### src/rtl/serial_comp_pkg.sv
// Shared definitions for the bit-serial complement unit: FSM encodings and
// mode values.
package serial_comp_pkg;

  typedef enum logic [1:0] {
    S_IDLE  = 2'd0,
    S_SHIFT = 2'd1,
    S_DONE  = 2'd2
  } state_t;

  localparam logic MODE_ONES = 1'b0;
  localparam logic MODE_TWOS = 1'b1;

endpackage

### src/rtl/comp_bit_cell.sv
// One bit slice of the serial complementer. One's complement always inverts.
// Two's complement copies bits up to and including the first 1, then inverts.
module comp_bit_cell
  import serial_comp_pkg::*;
(
  input  logic b,
  input  logic mode_q,
  input  logic seen1,
  output logic obit,
  output logic seen1_next
);

  // Copy phase lasts only while in two's-complement mode and no 1 seen yet.
  always_comb begin
    obit       = (mode_q == MODE_TWOS && !seen1) ? b : ~b;
    seen1_next = seen1 | b;
  end

endmodule

### src/rtl/serial_complementer.sv
// Bit-serial one's/two's complement unit, LSB first, one bit per clock.
// Handshake: start sampled in IDLE, single-cycle done pulse, C held afterwards.
// Optional build macro SERIAL_COMP_OVF_EN adds the ovf output, which flags
// negation of the most-negative value.
module serial_complementer
  import serial_comp_pkg::*;
#(
  parameter int N = 8
) (
  input  logic         clk,
  input  logic         rst,
  input  logic         start,
  input  logic         mode,
  input  logic [N-1:0] A,
  output logic         busy,
  output logic         done,
  output logic [N-1:0] C
`ifdef SERIAL_COMP_OVF_EN
  ,
  output logic         ovf
`endif
);

  localparam int CW = $clog2(N);
  localparam logic [CW-1:0] LAST = CW'(N - 1);

  state_t        state_q, state_d;
  logic [N-1:0]  sreg_q, sreg_d;
  logic [N-1:0]  acc_q, acc_d;
  logic [N-1:0]  c_q, c_d;
  logic [CW-1:0] cnt_q, cnt_d;
  logic          seen1_q, seen1_d;
  logic          mode_q, mode_d;
`ifdef SERIAL_COMP_OVF_EN
  logic          msb_q, msb_d;
  logic          ovf_q, ovf_d;
`endif

  logic obit, seen1_nx;

  comp_bit_cell u_cell (
    .b          (sreg_q[0]),
    .mode_q     (mode_q),
    .seen1      (seen1_q),
    .obit       (obit),
    .seen1_next (seen1_nx)
  );

  // State register; reset aborts any in-flight operation.
  always_ff @(posedge clk) begin
    if (rst) begin
      state_q <= S_IDLE;
      sreg_q  <= '0;
      acc_q   <= '0;
      c_q     <= '0;
      cnt_q   <= '0;
      seen1_q <= 1'b0;
      mode_q  <= MODE_ONES;
`ifdef SERIAL_COMP_OVF_EN
      msb_q   <= 1'b0;
      ovf_q   <= 1'b0;
`endif
    end else begin
      state_q <= state_d;
      sreg_q  <= sreg_d;
      acc_q   <= acc_d;
      c_q     <= c_d;
      cnt_q   <= cnt_d;
      seen1_q <= seen1_d;
      mode_q  <= mode_d;
`ifdef SERIAL_COMP_OVF_EN
      msb_q   <= msb_d;
      ovf_q   <= ovf_d;
`endif
    end
  end

  // Next-state: latch operands in IDLE, shift one bit per SHIFT cycle,
  // publish the result on the last shift.
  always_comb begin
    state_d = state_q;
    sreg_d  = sreg_q;
    acc_d   = acc_q;
    c_d     = c_q;
    cnt_d   = cnt_q;
    seen1_d = seen1_q;
    mode_d  = mode_q;
`ifdef SERIAL_COMP_OVF_EN
    msb_d   = msb_q;
    ovf_d   = ovf_q;
`endif
    case (state_q)
      S_IDLE: begin
        if (start) begin
          sreg_d  = A;
          mode_d  = mode;
          cnt_d   = '0;
          seen1_d = 1'b0;
`ifdef SERIAL_COMP_OVF_EN
          msb_d   = A[N-1];
`endif
          state_d = S_SHIFT;
        end
      end
      S_SHIFT: begin
        seen1_d = seen1_nx;
        sreg_d  = sreg_q >> 1;
        acc_d   = {obit, acc_q[N-1:1]};
        cnt_d   = cnt_q + CW'(1);
        if (cnt_q == LAST) begin
          c_d     = acc_d;
`ifdef SERIAL_COMP_OVF_EN
          // Final bit stays 1 only when negating 100..0.
          ovf_d   = mode_q & msb_q & obit;
`endif
          state_d = S_DONE;
        end
      end
      S_DONE:  state_d = S_IDLE;
      default: state_d = S_IDLE;
    endcase
  end

  assign busy = (state_q != S_IDLE);
  assign done = (state_q == S_DONE);
  assign C    = c_q;
`ifdef SERIAL_COMP_OVF_EN
  assign ovf  = ovf_q;
`endif

endmodule
### config.mk
export PLATFORM = sky130hd
export DESIGN_NAME = serial_complementer
export DESIGN_NICKNAME = d
export VERILOG_FILES = /design/src/rtl/serial_comp_pkg.sv /design/src/rtl/comp_bit_cell.sv /design/src/rtl/serial_complementer.sv
export SDC_FILE = /design/constraint.sdc
export NUM_CORES = 1
export LEC_CHECK = 0
export ABC_AREA = 1
export CAP_MARGIN = 25
export CORE_ASPECT_RATIO = 1.4
export CORE_UTILIZATION = 45
export CTS_CLUSTER_DIAMETER = 30
export CTS_CLUSTER_SIZE = 24
export DETAILED_ROUTE_END_ITERATION = 7
export PLACE_DENSITY_LB_ADDON = 0.15
export SYNTH_ARGS = -nofsm -noshare
export SYNTH_HDL_FRONTEND = slang
export SYNTH_SLANG_ARGS = --single-unit
export TNS_END_PERCENT = 20
### constraint.sdc
create_clock -name clk -period 1.15 [get_ports clk]
set_input_delay 0.23 -clock clk [delete_from_list [all_inputs] [get_ports clk]]
set_output_delay 0.23 -clock clk [all_outputs]
set_load 0.02 [all_outputs]
==> results of run 1 <==
==> registers in the layout, summed over array words and instances (netlist names) <==
signal and cells:
state_q 2, C 8, sreg_q 8, acc_q 7, seen1_q 1, mode_q 1
cnt_q 3
==> worst min-delay path by stage <==
stage	start	endpoint	slack (ps)
6_report	C[1]	C[1]	460
5_1_grt	C[1]	C[1]	490
4_1_cts	cnt_q[1]	cnt_q[1]	460
3_5_place_dp	cnt_q[1]	cnt_q[1]	450
3_3_place_gp	cnt_q[1]	cnt_q[1]	440
2_1_floorplan	rst	state_q[1]	300
==> tightest hold or removal path, stage by stage (launching register included) <==
cell and delay (ps):
dfxtp_1 310, nand2_1 60, a21oi_1 50
==> synthesized netlist by cell type <==
library cell / count / share of area
inv_1: 13 / 0.037
o21ai_0: 6 / 0.023
clkbuf_1: 3 / 0.0085
xor2_1: 1 / 0.0066
inv_2: 2 / 0.0056
buf_6: 4 / 0.034
nor2_1: 33 / 0.093
nor2_4: 2 / 0.017
o21ai_4: 1 / 0.012
nand2_1: 51 / 0.14
ha_1: 2 / 0.019
a21oi_2: 3 / 0.020
nand3_1: 18 / 0.068
dfxtp_1: 30 / 0.45
a21oi_1: 8 / 0.030
nand2_2: 3 / 0.014
buf_4: 1 / 0.0056
nand3_4: 1 / 0.013
==> repair_timing <==
item | in CTS | in global routing
pin swaps | 2 | 2
setup endpoints to repair | 32 | 30
cloned | 0 | 1
gates resized for setup | 41 | 16
buffers inserted | 0 | 7
==> final cells by class <==
| type | instances | area [um2] |
|---|---|---|
| Clock buffer | 5 | 68.8 |
| Clock inverter | 3 | 40.0 |
| Fill cell | 244 | 915 |
| Inverter | 15 | 56.3 |
| Multi-Input combinational cell | 130 | 658 |
| Sequential cell | 30 | 611 |
| Tap cell | 37 | 46.3 |
| Timing Repair Buffer | 43 | 454 |
==> cell usage in the layout, fill, tap and decap left out <==
master           Yosys  final
clkbuf_8             0      5
xor2_1               1      1
nand2_1             51     50
nand3_4              1      1
clkdlybuf4s50_1      0     11
ha_4                 0      2
nor2_2               0      1
clkbuf_2             0      1
dfxtp_4              0      2
dfxtp_1             30     26
nand2_2              3      4
buf_6                4      4
clkinv_2             0      2
o21ai_1              0      4
inv_1               13     12
a21oi_1              8      8
buf_8                0      2
buf_12               0      4
nor2_1              33     31
o21ai_4              1      1
buf_4                1     14
a21oi_2              3      3
nand3_1             18     18
nand3_2              0      1
bufinv_16            0      1
dfxtp_2              0      2
inv_2                2      3
nor2_4               2      3
clkdlybuf4s15_2      0      7
o21ai_0              6      2
==> cells by family after synthesis <==
kind of cell | Yosys count
fa+ha+maj | 2
compound gates | 18
xor+xnor | 1
simple gates | 108
flops | 30
buf+inv | 23
==> through the flow <==
stage	instances	setup WS, ps
2_1_floorplan	182	1.80
3_3_place_gp	247	-215
3_5_place_dp	247	-212
4_1_cts	255	-43.1
5_1_grt	263	-73.2
6_report	263	-28.6
==> report_power, final <==
group	internal, W	leakage (nW)	switching [W]
registers	0.00109	0.248	0.0000413
logic	0.000192	0.532	0.000187
clock network	0.000637	0.0579	0.000404
total	0.00192	0.838	0.000632
==> layer usage <==
metal,vias to the layer above,track usage
met5,-,0
met4,0,0.115
met3,9,0.0437
met2,30,0.363
met1,593,0.217
li1,660,-
==> out/qor.yml, run 1 <==
finalCriticalPeriod_ps: 1180
drc: 0
overflow: 0
seq_area_frac_synth: 0.451
clk_path_buf_depth: 2
place.gp.congestion: 0.727
ys_ff_latch: 30
netlist_area_mm2: 0.00133
htree_levels: 2
dieArea_mm2: 0.00318
die_h_um: 66.4
port_buffers: 21
area.growth.synth_to_final_pct: 45.3
tns_ps: -37.7
core_area_mm2: 0.00285
cp.arrival_ps: 950
reg2reg_from: "state_q[1]"
critical_path_class: "flop to output pin"
vias_per_cell: 4.91
r2r_slack_ps: 20
synthSimpleGateAreaFrac: 0.349
cts-root-buf: "clkbuf_8"
cp_cell_sequence: "inv_2, nor2_1, buf_4"
grt_max_degree: 18
cpMaxStageDelayCell: "dfxtp_4"
ant_nets: 0
num_io_pins: 22
ir_worst_vdd_uv: 932
dp_hpwl_um: 2040
power.density_mw_per_mm2: 1320
num-nets-final: 239
path_max_fanout: 3
yosysWarningCount: 0
synth_mux_area_frac: 0
ctsHoldBuffers: 0
whs_path_depth: 2
met3WireLength_um: 127
synthAdderAreaFrac: 0.0188
setup_viol: 2
hold_ws_ps: 460
cts.sinks: 30
firstDrtPassIters: 4
startpoint_type: "flop"
place_area_mm2: 0.00169
reg2reg_depth: 6
synth_fp_nets: 196
synth-compound-area-share: 0.0846
top_layer: "met4"
finalCoreUtilization: 0.679
wl_met1_um: 1250
wl_per_cell_um: 12.1
critPathMaxStageDelay_ps: 370
end_kind: "output pin"
status: "complete, but fails checks"
crit_cells: 3
die_w_um: 48.0
cts-buffers-inserted: 5
maxCapViolations: 0
clock_skew_ps: 6.13
syn_avg_cell_area_um2: 7.31
rsz0062_at_grt: "true"
final_layout_size_suffix_gt1_frac: 0.279
violations: "negative setup slack"
period_share: 1.02
routed_wl_um: 3200
antennaDiodeCount: 0
crit_family: "flip-flops"
p_leak_nw: 0.838
synth_top_family_by_area: "simple AND/OR/NAND/NOR gates"
drv_slew: 0
crit_start: "state_q[1]"
synth_cells: 182
synthXorXnorAreaFrac: 0.00658
wl_met2_um: 1730
clk_pin_slew_ps: 60
route.vias.total: 1292
clk_latency_ps: 280
drt_iter0_markers: 30
core.rowCount: 23
grt_pass1_wl_um: 4660
ys_types: 18
required_ps: 920
grt_pass1_vias: 1173
grt_use_total: 0.209
hold_viol_final: 0
worst_pin_slew_ps: 161
cp.buffers_inverters: 2
cp-endpoint: "done"
power.total_w: 0.00255
r2r_end: "cnt_q[0]"
cts_tree: "built"
max_freq_mhz: 848
hold_class: "flop to flop"
antenna_found_initial: 0
finalInstanceArea_mm2: 0.00193
start_util: 0.467
finalWorstSetupSlack_ps: -28.6
relSlewSlack: 0.893
Power figures use the tool's default switching activity.
==> inputs of run 2 (changes only) <==
- PLACE_DENSITY: default -> 0.72
- PLACE_DENSITY_LB_ADDON: 0.15 -> default
==> out/qor.yml, run 2 (synthesis gave the netlist of run 1 again) <==
status: "complete, but fails checks"
violations: "negative setup slack"
grtUsageMet1: 0.225  # +0.00772
maxCapViolations: 0  # unchanged
area.growth.synth_to_final_pct: 47.0
start_util: 0.467  # unchanged
port_buffers: 21  # unchanged
hold_start: "sreg_q[7]"
drc: 0  # unchanged
finalCriticalPeriod_ps: 1200  # +21.3 ps
critical_path_class: "flop to flop"
grt_use_met2: 0.399  # +0.0355
antennaDiodeCount: 0  # unchanged
cp.arrival_ps: 1370  # +420 ps
clock_skew_ps: 2.00  # -4.13 ps
cp_cell_sequence: "inv_4, buf_8, nand2_8, buf_6, nand2_1, nand2_1, nor2_1, nor2_1"
ir_worst_vdd_uv: 1050  # +13%
clk_latency_ps: 280  # about the same
final_common_cell: "nand2_1"
hold_class: "flop to flop"
grt_use_total: 0.225  # +0.0168
routed_wl_um: 3620  # +13%
layout.cells.non_filler: 263  # unchanged
antenna_found_initial: 0  # unchanged
p_leak_nw: 0.828  # -1.1%
place.gp.congestion: 0.856  # +18%
reg2reg_from: "state_q[1]"
dp_hpwl_um: 2040  # -0.21%
startpoint_type: "flop"
power.density_mw_per_mm2: 1320  # -0.21%
multi_input_area_um2: 698  # +6.1%
num-fill-cells: 211  # -14%
num_io_pins: 22  # unchanged
htree_levels: 2  # unchanged
max_freq_mhz: 833  # -1.8%
hold_viol_final: 0  # unchanged
finalCoreUtilization: 0.687  # +0.00790
clk_pin_slew_ps: 60  # about the same
grt_pass1_vias: 1214  # +3.5%
setup_viol: 5  # +3
period_share: 1.04  # +0.0185
wl_per_cell_um: 13.8  # +13%
firstDrtPassIters: 5  # +1
worst_pin_slew_ps: 187  # +26.3 ps
cpMaxStageDelayCell: "dfxtp_4"
finalWorstSetupSlack_ps: -49.9  # -21.3 ps
drt_iter0_markers: 35  # +17%
seq_area_um2: 611  # unchanged
place_inst: 245  # -0.81%
cts-buffers-inserted: 5  # unchanged
end_kind: "flop"
vias_per_cell: 5.14  # +4.6%
grt_max_degree: 18  # unchanged
dieArea_mm2: 0.00318  # unchanged
grt_util_met3: 0.0710  # +0.0273
num-nets-final: 239  # unchanged
crit_start: "state_q[1]"
ctsHoldBuffers: 0  # unchanged
core_area_mm2: 0.00285  # unchanged
crit_family: "flip-flops"
clk_path_buf_depth: 2  # unchanged
die_h_um: 66.4  # unchanged
top_usage_layer: "met2"
drv_slew: 0  # unchanged
core.rowCount: 23  # unchanged
grt_pass1_wl_um: 5010  # +7.6%
rsz0062_at_grt: "true"
path_max_fanout: 7  # +4
layout_common_cells: "45 x nand2_1, 28 x nor2_1, 26 x dfxtp_1, 18 x nand3_1, 13 x buf_4"
overflow: 0  # unchanged
cts-root-buf: "clkbuf_8"
route.vias.total: 1351  # +4.6%
final_layout_size_suffix_gt1_frac: 0.319  # +0.0398
required_ps: 1320  # +400 ps
relSlewSlack: 0.875  # -0.0172
cp.buffers_inverters: 3  # +1
critPathMaxStageDelay_ps: 370  # about the same
ant_nets: 0  # unchanged
cts.sinks: 30  # unchanged
cts_tree: "built"
die_w_um: 48.0  # unchanged
==> run 2: cell type report <==
class	instances	area share
multi-input combinational	130	0.357
tap	37	0.0237
sequential	30	0.312
inverter	15	0.0320
clock buffer	7	0.0390
clock inverter	1	0.0153
timing repair buffer	43	0.221
==> run 2: where the power goes <==
group          internal (W)  switching, W  total (W)
Combinational      0.000202      0.000216   0.000418
Clock              0.000647      0.000373    0.00102
Sequential          0.00109     0.0000458    0.00114
Total               0.00194      0.000635    0.00258
==> run 2: worst register-to-register path, stage by stage, from the launching register on <==
cell and delay, ps:
dfxtp_4 370, inv_4 80, buf_8 140, nand2_8 70
buf_6 120, nand2_1 60, nand2_1 50, nor2_1 120
nor2_1 70
==> run 2: timing repair <==
| action | 4_1_cts | 5_1_grt |
|---|---|---|
| pin swaps | 2 | 14 |
| endpoints found under the setup margin | 34 | 32 |
| cloned | 0 | 1 |
| setup buffers | 5 | 4 |
| gates resized for setup | 44 | 34 |
==> run 2: metal layers <==
metal  wire, um  part of all wire  vias up
met5          0                 0        -
met4        134             0.037        0
met3        175             0.048       17
met2       1950              0.54       48
met1       1360              0.38      631
li1           -                 -      655
==> run 2: worst paths after layout <==
path	slack, ps	endpoint	cells past startpoint
worst max-delay path	-50	sreg_q[5]	8
worst min-delay path	470	sreg_q[7]	2
worst max register to register	-50	sreg_q[5]	8
worst min register to register	470	sreg_q[7]	2
==> run 2: per-stage QoR <==
step	worst slack, ps	total power [W]	hold slack [ps]	instance area [um2]	TNS [ps]
2_1_floorplan	1.80	0.00135	302	1350	0
3_3_place_gp	-218	0.00147	447	1640	-3410
3_5_place_dp	-239	0.00148	463	1640	-4020
4_1_cts	-29.0	0.00253	474	1840	-57.4
5_1_grt	-95.8	0.00268	497	1960	-1100
6_report	-49.9	0.00258	471	1960	-132
==> inputs of run 3 (changes only) <==
- CORE_UTILIZATION: 45 -> 46
- PLACE_DENSITY: 0.72 -> 0.73
==> out/qor.yml, run 3 (synthesis gave the netlist of run 1 again) <==
status: "complete, but fails checks"
violations: "negative setup slack"
power.density_mw_per_mm2: 1220  # -7.6%
firstDrtPassIters: 4  # -1
end_kind: "output pin"
clk_latency_ps: 340  # +60 ps
period_share: 1.07  # +0.0311
final_common_cell: "nand2_1"
drc: 0  # unchanged
cts.sinks: 30  # unchanged
cp.arrival_ps: 1010  # -360 ps
core_area_mm2: 0.00270  # -5.3%
p_leak_nw: 0.777  # -6.2%
num-nets-final: 230  # -3.8%
area.growth.synth_to_final_pct: 31.6
worst_pin_slew_ps: 529  # +342 ps
ir_worst_vdd_uv: 919  # -13%
overflow: 0  # unchanged
drv_slew: 0  # unchanged
cts_tree: "built"
final_layout_size_suffix_gt1_frac: 0.258  # -0.0605
grt_pass1_vias: 1117  # -8.0%
wl_per_cell_um: 11.1  # -19%
path_max_fanout: 3  # -4
clock_skew_ps: 12.1  # +10.1 ps
antenna_found_initial: 0  # unchanged
maxCapViolations: 0  # unchanged
clk_pin_slew_ps: 90  # +30 ps
antennaDiodeCount: 0  # unchanged
place_inst: 243  # -0.82%
cts-buffers-inserted: 5  # unchanged
die_h_um: 65.7  # -1.1%
num_io_pins: 22  # unchanged
place.gp.congestion: 0.781  # -8.7%
start_util: 0.494  # +0.0262
die_w_um: 47.5  # -1.1%
route.vias.total: 1242  # -8.1%
vias_per_cell: 4.91  # -4.4%
hold_ws_ps: 469  # -2.58 ps
required_ps: 920  # -400 ps
layout.cells.non_filler: 253  # -3.8%
hold_class: "flop to flop"
core.rowCount: 22  # -4.3%
grt_use_total: 0.208  # -0.0174
dp_hpwl_um: 1980  # -2.7%
grt_max_degree: 18  # unchanged
relSlewSlack: 0.647  # -0.228
finalCoreUtilization: 0.649  # -0.0375
rsz0062_at_grt: "true"
clk_path_buf_depth: 2  # unchanged
finalWorstSetupSlack_ps: -85.6  # -35.7 ps
ant_nets: 0  # unchanged
layout_common_cells: "51 x nand2_1, 31 x nor2_1, 26 x dfxtp_1, 18 x nand3_1, 12 x inv_1"
hold_viol_final: 0  # unchanged
htree_levels: 2  # unchanged
routed_wl_um: 2810  # -23%
tns_ps: -246  # -114 ps
critical_path_class: "flop to output pin"
finalCriticalPeriod_ps: 1240  # +35.7 ps
ctsHoldBuffers: 0  # unchanged
grt_pass1_wl_um: 4510  # -10%
cts-root-buf: "clkbuf_4"
drt_iter0_markers: 31  # -11%
power.total_w: 0.00213  # -17%
setup_viol: 6  # +1
dieArea_mm2: 0.00312  # -2.1%
port_buffers: 21  # unchanged
startpoint_type: "flop"
max_freq_mhz: 809  # -2.9%
## run 3: changes by cell type in the layout (fill, tap and decap cells not counted), moves of 3 or more
| cell | change |
|---|---|
| buf_2 | +7 |
| buf_4 | -3 |
| buf_6 | -4 |
| clkbuf_4 | +5 |
| clkbuf_8 | -4 |
| clkdlybuf4s15_2 | -5 |
| nand2_1 | +6 |
| nand2_2 | -5 |
| nor2_1 | +3 |
| nor2_2 | -3 |
| o21ai_1 | -3 |
## run 3: layout make-up
cell class / instances / area [um2]
sequential: 30 / 611
inverter: 15 / 56.3
clock inverter: 2 / 12.5
tap: 36 / 45.0
multi-input combinational: 129 / 662
clock buffer: 6 / 51.3
fill: 258 / 946
timing repair buffer: 35 / 314
## run 3: repair_timing
action                                  4_1_cts  5_1_grt
endpoints found under the setup margin       24       28
pin swaps                                     1        2
endpoints found under the hold margin         0        0
setup buffers                                 1        1
resized for setup                            53       12
## run 3: routing by layer
metal | part of all wire | track usage | up-vias
met5 | 0 | 0 | -
met4 | 0.020 | 0.111 | 0
met3 | 0.043 | 0.0687 | 6
met2 | 0.53 | 0.339 | 20
met1 | 0.41 | 0.226 | 577
li1 | - | - | 639
## run 3: path summary, 6_finish.rpt
path,start,to,slack (ps),cells past startpoint
worst max register to register,state_q[1],sreg_q[0],-50,8
worst min register to register,sreg_q[7],sreg_q[7],470,2
worst max-delay path,state_q[1],done,-90,3
worst min-delay path,sreg_q[7],sreg_q[7],470,2
## run 3: power by group
part | internal [W] | switching [W] | total, W | leakage [nW]
Clock | 0.000293 | 0.000370 | 0.000663 | 0.0343
Combinational | 0.000161 | 0.000174 | 0.000335 | 0.495
Sequential | 0.00109 | 0.0000425 | 0.00114 | 0.248
Total | 0.00155 | 0.000586 | 0.00213 | 0.777
## run 3: through the flow
step,instance area (um2),worst slack [ps]
3_3_place_gp,1650,-238
4_1_cts,1700,-106
6_report,1750,-85.6
3_5_place_dp,1650,-289
2_1_floorplan,1350,1.80
5_1_grt,1750,-150
## run 3: critical path, stage by stage (launching register included)
cell and delay (ps):
dfxtp_4 390, inv_2 60, nor2_4 100, buf_6 130
